File: src/rtl/risc_pkg.sv
`default_nettype none
// ============================================================================
// Module   : risc_pkg
// Purpose  : Shared types for the multicycle core and its memory arbiter.
// Revision : 1.0 - initial release with arbiter state and owner types
// ============================================================================
package risc_pkg;

   // Encoding 0 is the byte size so an all-zero reset drives a legal size.
   typedef enum logic [1:0] {
      DMEM_BYTE = 2'd0,
      DMEM_HALF = 2'd1,
      DMEM_WORD = 2'd2
   } op_enum_dmem_size;

   typedef enum logic [1:0] {
      IDLE   = 2'd0,
      ACCESS = 2'd1,
      DONE   = 2'd2
   } arb_state_e;

   typedef enum logic {
      OWN_I = 1'b0,
      OWN_D = 1'b1
   } arb_owner_e;

   function automatic int unsigned age_width(input int unsigned max_wait);
      return $clog2(max_wait + 1);
   endfunction

endpackage : risc_pkg
`default_nettype wire

File: src/rtl/arb_age_counter.sv
`default_nettype none
// ============================================================================
// Module   : arb_age_counter
// Purpose  : Saturating up-counter with synchronous clear and a saturation flag.
// Revision : 1.0 - initial release
// ============================================================================
module arb_age_counter #(
   parameter int unsigned SAT_VAL = 4,
   parameter int unsigned WIDTH   = $clog2(SAT_VAL + 1)
) (
   input  logic             clk,
   input  logic             res_n,
   input  logic             inc,
   input  logic             clr,
   output logic [WIDTH-1:0] count,
   output logic             sat
);

   assign sat = (count == WIDTH'(SAT_VAL));

   // Clear wins over increment so a grant always restarts the age from zero.
   always_ff @(posedge clk or negedge res_n) begin
      if (!res_n) begin
         count <= '0;
      end else if (clr) begin
         count <= '0;
      end else if (inc && !sat) begin
         count <= count + 1'b1;
      end
   end

endmodule : arb_age_counter
`default_nettype wire

File: src/rtl/mem_arbiter.sv
`default_nettype none
// ============================================================================
// Module   : mem_arbiter
// Purpose  : Shares one single-port memory between instruction fetch and
//            load/store, data first, with an age counter against starvation.
// Revision : 1.0 - initial release
// ============================================================================
module mem_arbiter
   import risc_pkg::*;
#(
   parameter int unsigned XLEN       = 32,
   parameter int unsigned ADDR_WIDTH = 16,
   parameter int unsigned MAX_WAIT   = 4
) (
   input  logic                  clk,
   input  logic                  res_n,
   // instruction port
   input  logic                  i_req,
   input  logic [ADDR_WIDTH-1:0] i_addr,
   output logic                  i_ack,
   output logic [XLEN-1:0]       i_rdata,
   // data port
   input  logic                  d_req,
   input  logic                  d_wen,
   input  logic [ADDR_WIDTH-1:0] d_addr,
   input  op_enum_dmem_size      d_size,
   input  logic                  d_zero_ex,
   input  logic [XLEN-1:0]       d_wr_data,
   output logic                  d_ack,
   output logic [XLEN-1:0]       d_rdata,
   // shared memory
   output logic                  mem_req,
   output logic                  mem_wen,
   output logic [ADDR_WIDTH-1:0] mem_addr,
   output op_enum_dmem_size      mem_size,
   output logic                  mem_zero_ex,
   output logic [XLEN-1:0]       mem_wr_data,
   input  logic [XLEN-1:0]       mem_rd_data,
   output logic                  busy
);

   localparam int unsigned AGE_W = age_width(MAX_WAIT);

   arb_state_e       state;
   arb_state_e       state_next;
   arb_owner_e       owner;
   logic             grant_i;
   logic             grant_d;
   logic             age_inc;
   logic             age_sat;
   logic [AGE_W-1:0] age;

   // The age counts lost arbitrations: each IDLE cycle where fetch was
   // pending but data took the slot.
   assign age_inc = grant_d && i_req;

   arb_age_counter #(
      .SAT_VAL (MAX_WAIT),
      .WIDTH   (AGE_W)
   ) u_age_counter (
      .clk   (clk),
      .res_n (res_n),
      .inc   (age_inc),
      .clr   (grant_i),
      .count (age),
      .sat   (age_sat)
   );

   assign busy = (state != IDLE);

   always_ff @(posedge clk or negedge res_n) begin
      if (!res_n) begin
         state <= IDLE;
      end else begin
         state <= state_next;
      end
   end

   always_comb begin
      state_next = state;
      grant_i    = 1'b0;
      grant_d    = 1'b0;
      case (state)
         IDLE: begin
            if (i_req && (!d_req || age_sat)) begin
               grant_i = 1'b1;
            end else if (d_req) begin
               grant_d = 1'b1;
            end
            if (grant_i || grant_d) begin
               state_next = ACCESS;
            end
         end
         ACCESS:  state_next = DONE;
         DONE:    state_next = IDLE;
         default: state_next = IDLE;
      endcase
   end

   // Command, strobe, ack and read-data registers; the memory only ever sees
   // flop outputs.
   always_ff @(posedge clk or negedge res_n) begin
      if (!res_n) begin
         owner       <= OWN_I;
         mem_req     <= 1'b0;
         mem_wen     <= 1'b0;
         mem_addr    <= '0;
         mem_size    <= DMEM_BYTE;
         mem_zero_ex <= 1'b0;
         mem_wr_data <= '0;
         i_ack       <= 1'b0;
         d_ack       <= 1'b0;
         i_rdata     <= '0;
         d_rdata     <= '0;
      end else begin
         i_ack <= 1'b0;
         d_ack <= 1'b0;
         if (grant_i) begin
            owner       <= OWN_I;
            mem_req     <= 1'b1;
            mem_wen     <= 1'b0;
            mem_addr    <= i_addr;
            mem_size    <= DMEM_WORD;
            mem_zero_ex <= 1'b1;
         end else if (grant_d) begin
            owner       <= OWN_D;
            mem_req     <= 1'b1;
            mem_wen     <= d_wen;
            mem_addr    <= d_addr;
            mem_size    <= d_size;
            mem_zero_ex <= d_zero_ex;
            mem_wr_data <= d_wr_data;
         end
         if (state == ACCESS) begin
            mem_req <= 1'b0;
            mem_wen <= 1'b0;
            if (owner == OWN_I) begin
               i_ack   <= 1'b1;
               i_rdata <= mem_rd_data;
            end else begin
               d_ack <= 1'b1;
               if (!mem_wen) begin
                  d_rdata <= mem_rd_data;
               end
            end
         end
      end
   end

endmodule : mem_arbiter
`default_nettype wire

File: config.mk
export PLATFORM = sky130hd
export DESIGN_NAME = mem_arbiter
export DESIGN_NICKNAME = d
export VERILOG_FILES = /design/src/rtl/risc_pkg.sv /design/src/rtl/arb_age_counter.sv /design/src/rtl/mem_arbiter.sv
export SDC_FILE = /design/constraint.sdc
export NUM_CORES = 1
export LEC_CHECK = 0
export CORE_UTILIZATION = 35
export CTS_BUF_LIST = sky130_fd_sc_hd__clkbuf_4 sky130_fd_sc_hd__clkbuf_8
export DETAILED_ROUTE_END_ITERATION = 7
export PLACE_DENSITY = 0.73
export SETUP_SLACK_MARGIN = 0.02
export SYNTH_ARGS = -nofsm -noshare
export SYNTH_HDL_FRONTEND = slang
export SYNTH_SLANG_ARGS = --single-unit
File: constraint.sdc
create_clock -name clk -period 4.8 [get_ports clk]
set_input_delay 1.2 -clock clk [delete_from_list [all_inputs] [get_ports clk]]
set_output_delay 1.2 -clock clk [all_outputs]
set_load 0.02 [all_outputs]
==> flow_summary.html <==
<table>
<tr><th>Metric</th><th>Value</th></tr>
<tr><th colspan="2">Status</th></tr>
<tr><td>Outcome</td><td>finished clean</td></tr>
<tr><th colspan="2">Routing</th></tr>
<tr><td>WL final</td><td>13.16 mm</td></tr>
<tr><td>Via Count</td><td>3714</td></tr>
<tr><td>Per-cell via count in the routed design</td><td>4.842</td></tr>
<tr><td>Remaining number of nets flagged by the antenna check after routing</td><td>0</td></tr>
<tr><td>Total iterations of the first detailed-routing run</td><td>4</td></tr>
<tr><td>WL per Instance</td><td>17.15 um</td></tr>
<tr><td>Number of design-rule violations left by the first detailed-router iteration</td><td>149</td></tr>
<tr><td>Detailed-route DRC error count</td><td>0</td></tr>
<tr><th colspan="2">CTS</th></tr>
<tr><td>Clock Tree Buf Depth</td><td>2</td></tr>
<tr><td>Cell chosen for the clock root</td><td>clkbuf_8</td></tr>
<tr><td>TritonCTS clock tree</td><td>built</td></tr>
<tr><td>Number of instances resized during post-cts repair</td><td>0</td></tr>
<tr><td>Hold-fix buffers, CTS</td><td>0</td></tr>
<tr><td>CTS H-tree lvls</td><td>4</td></tr>
<tr><td>CTS Sinks</td><td>125</td></tr>
<tr><td>Number of CTS-inserted buffers</td><td>17</td></tr>
<tr><td>Clock latency at the later pin of the worst-skew pair</td><td>420 ps</td></tr>
<tr><td>Post-CTS setup-driven buffer insertion count</td><td>0</td></tr>
<tr><td>Clock edge transition at the registers on the reported setup and hold paths</td><td>70 ps</td></tr>
<tr><th colspan="2">Floorplanning</th></tr>
<tr><td>Die area</td><td>0.01514 mm^2</td></tr>
<tr><td>Row count</td><td>43</td></tr>
<tr><td>Die outline height</td><td>123.0 um</td></tr>
<tr><td>Core area</td><td>0.01410 mm^2</td></tr>
<tr><td>Ports placed on the boundary</td><td>224</td></tr>
<tr><td>Die X-Extent</td><td>123.0 um</td></tr>
<tr><td>Starting Density</td><td>36.37%</td></tr>
<tr><th colspan="2">Cells and area</th></tr>
<tr><td>Layout Nets</td><td>681</td></tr>
<tr><td>Area Overhead vs Synth</td><td>54.03%</td></tr>
<tr><td>Most used cells in the layout excluding fill and tap cells</td><td>222 x clkdlybuf4s50_1, 125 x dfrtp_1, 67 x mux2_2, 39 x nand3_1, 30 x mux2_4</td></tr>
<tr><td>Antenna fix cells</td><td>0</td></tr>
<tr><td>Final Non-Filler Cells</td><td>767</td></tr>
<tr><td>Number of inserted filler cells in the final layout</td><td>1157</td></tr>
<tr><td>Most common cell after layout, fill and taps aside</td><td>clkdlybuf4s50_1</td></tr>
<tr><td>Fraction of layout cells with a size suffix above 1</td><td>25.21%</td></tr>
<tr><td>Final standard cell area without fillers</td><td>0.007898 mm^2</td></tr>
<tr><th colspan="2">Critical path</th></tr>
<tr><td>Worst setup SP type</td><td>flip-flop</td></tr>
<tr><td>CP endpoint kind</td><td>primary output</td></tr>
<tr><td>Crit path DAT</td><td>2270 ps</td></tr>
<tr><td>Worst path cell trace</td><td>nor2_2, buf_4, inv_1, clkdlybuf4s50_1</td></tr>
<tr><td>Crit Path Category</td><td>reg -&gt; out</td></tr>
<tr><td>Largest stage delay on the critical path</td><td>710 ps</td></tr>
<tr><td>Master of the slowest instance on the critical path</td><td>clkdlybuf4s50_1</td></tr>
<tr><td>Critical path required time</td><td>3600 ps</td></tr>
<tr><td>Largest fanout on the critical path</td><td>23</td></tr>
<tr><th colspan="2">Power and ir drop</th></tr>
<tr><td>VDD IR max</td><td>0.0002931 V</td></tr>
<tr><td>Leakage</td><td>3.298 nW</td></tr>
<tr><td>Internal power contribution</td><td>3.750 mW</td></tr>
<tr><td>Combinational fraction of design power</td><td>52.1%</td></tr>
<tr><td>Switching share of power</td><td>35.96%</td></tr>
<tr><td>Power per unit of standard cell area</td><td>741.4 mW/mm^2</td></tr>
<tr><td>Sequential Power Share</td><td>32.3%</td></tr>
<tr><td>Clock group share of total power</td><td>15.6%</td></tr>
<tr><td>Switching power summed over all nets</td><td>2.105 mW</td></tr>
<tr><th colspan="2">Logic synthesis</th></tr>
<tr><td>Library cells used by synthesis</td><td>29</td></tr>
<tr><td>Largest family of logic cells by synthesized area</td><td>multiplexers</td></tr>
<tr><td>Post-synthesis simple-gate area fraction</td><td>5.905%</td></tr>
<tr><td>Synthesized cell area</td><td>0.005127 mm^2</td></tr>
<tr><td>#FFs+latches synth</td><td>125</td></tr>
<tr><td>Compound-Gate Fraction of Synth Area</td><td>5.661%</td></tr>
<tr><td>Post-Syn Instances</td><td>350</td></tr>
<tr><td>Share of the synthesized netlist area taken by xor and xnor gates</td><td>0.1708%</td></tr>
<tr><td>Number of warning messages in the yosys log</td><td>0</td></tr>
<tr><td>Average cell area after synthesis</td><td>14.65 um^2</td></tr>
<tr><td>Adder-cell share of the synthesized area</td><td>0.4880%</td></tr>
<tr><td>Proportion of synthesized chip area in sequential cells</td><td>61.01%</td></tr>
<tr><td>Net Count, Synth</td><td>456</td></tr>
<tr><td>Multiplexer fraction of the synthesized cell area</td><td>23.50%</td></tr>
<tr><th colspan="2">STA</th></tr>
<tr><td>Setup ws final</td><td>1328 ps</td></tr>
<tr><td>Final-report max-slew violation count</td><td>0</td></tr>
<tr><td>Fmax</td><td>288.1 MHz</td></tr>
<tr><td>Setup violations, final</td><td>0</td></tr>
<tr><td>Accumulated negative setup slack</td><td>0 ps</td></tr>
<tr><td>RSZ-0062 raised after global routing</td><td>false</td></tr>
<tr><td>Fin Clk Skew</td><td>8.711 ps</td></tr>
<tr><td>Final critical delay including setup and external delays</td><td>3472 ps</td></tr>
<tr><td>Worst hold slack</td><td>495.2 ps</td></tr>
<tr><td>Pin slew with the least headroom to its limit</td><td>1122 ps</td></tr>
<tr><td>Share of the cycle needed by the critical path after routing</td><td>72.32%</td></tr>
<tr><td>Relative slew margins</td><td>24.91%</td></tr>
<tr><td>Final-report hold violation count</td><td>0</td></tr>
<tr><th colspan="2">GRT</th></tr>
<tr><td>Global-route wire length before repair</td><td>20.13 mm</td></tr>
<tr><td>Global-route usage over all layers</td><td>17.71%</td></tr>
<tr><td>Via count of the first global-routing pass</td><td>3930</td></tr>
<tr><td>Number of antenna violations at the first check in global routing</td><td>0</td></tr>
<tr><td>Total overflow reported by the global router</td><td>0</td></tr>
<tr><td>Pin count of the biggest net entering global routing</td><td>73</td></tr>
<tr><th colspan="2">Placement</th></tr>
<tr><td>Port bufs</td><td>223</td></tr>
<tr><td>Dpl cell area</td><td>0.007500 mm^2</td></tr>
<tr><td>Global placement routability congestion</td><td>0.7472</td></tr>
<tr><td>Pre-CTS WS</td><td>1520 ps</td></tr>
<tr><td>Placed Instances</td><td>736</td></tr>
<tr><td>Estimated wirelength of the detail-placed design</td><td>9.157 mm</td></tr>
<tr><th colspan="2">Hold path</th></tr>
<tr><td>Worst hold path class</td><td>reg -&gt; reg</td></tr>
<tr><th colspan="2">Run</th></tr>
<tr><td>Max-cap violation count</td><td>0</td></tr>
</table>
[layer usage]
metal	routed length, um	vias to the layer above	GRT usage (%)
met4	148	0	6.928
met3	1150	15	6.550
met5	0	-	0
met1	5203	1830	20.38
met2	6652	169	29.88
li1	-	1700	-
[power groups by stage]
stage / Sequential, mW / Clock, mW / Combinational [mW]
after detailed placement: 1.91 / 0 / 3.07
after floorplan: 2.51 / 0 / 1.08
after global placement: 1.88 / 0 / 3.02
after global routing: 1.96 / 0.995 / 3.23
final: 1.89 / 0.912 / 3.05
after CTS: 1.90 / 0.946 / 3.08
[path summary, 6_finish.rpt]
check,start,end,slack (ps),cells after the start
hold reg to reg,mem_req,mem_req,500,2
setup / recovery,state[1],busy,1330,4
max in group asynchronous,res_n,mem_wr_data[5],3120,2
hold / removal,mem_req,mem_req,500,2
setup reg to reg,u_age_counter.count[0],mem_addr[5],2680,5
min in group asynchronous,res_n,d_rdata[15],820,1
[synthesized netlist by cell type (all sizes together)]
master,count,area [um^2]
or3b,1,8.760
a21oi,2,10.01
and3b,1,8.760
and2,1,6.260
o21ai,18,90.09
or2,1,6.260
ha,2,25.02
a21bo,1,10.01
inv,6,22.52
dfrtp,125,3128
nor2b,1,6.260
buf,14,115.1
xnor2,1,8.760
nand2,4,15.01
nand3,39,195.2
clkbuf,8,30.03
nand2b,1,6.260
a22o,1,8.760
o211ai,17,162.6
nor4bb,1,10.01
nor3b,1,12.51
mux2,97,1205
o2bb2ai,1,8.760
nor2,6,27.52
[cells by family (layout without fill, tap and decap cells)]
family          after synthesis  in the layout
compound gates               40             40
xor+xnor                      1              1
fa+ha+maj                     2              2
buf+inv                      28            265
flops                       125            125
mux                          97             97
simple gates                 57             57
[registers in the layout (all words and copies together), names as in the netlist]
| name | cells |
|---|---|
| mem_wen | 1 |
| i_rdata | 32 |
| u_age_counter.count | 3 |
| mem_wr_data | 32 |
| state | 2 |
| i_ack | 1 |
| d_ack | 1 |
| mem_size | 2 |
| mem_addr | 16 |
| mem_zero_ex | 1 |
| owner | 1 |
| d_rdata | 32 |
| mem_req | 1 |
[layout make-up]
| type | count | area (um^2) | share of cell area, % |
|---|---|---|---|
| Inverter | 6 | 22.52 | 0.2852 |
| Multi-Input combinational cell | 197 | 1844 | 23.35 |
| Clock inverter | 6 | 85.08 | 1.077 |
| Sequential cell | 125 | 3128 | 39.61 |
| Clock buffer | 25 | 312.8 | 3.961 |
| Tap cell | 180 | 225.2 | 2.852 |
| Timing Repair Buffer | 228 | 2280 | 28.87 |
[worst max-delay path, delay by kind of cell (launching register included)]
kind	cells	cell delay [ps]
buf+inv	3	1350
flops	1	430
simple gates	1	60
[metrics by stage]
step | power, mW | util (%)
2_1_floorplan | 3.589 | -
3_3_place_gp | 4.902 | 53.20
3_5_place_dp | 4.980 | 53.20
4_1_cts | 5.929 | 56.03
5_1_grt | 6.185 | 56.03
6_report | 5.855 | 56.03
Power figures use the tool's default switching activity.
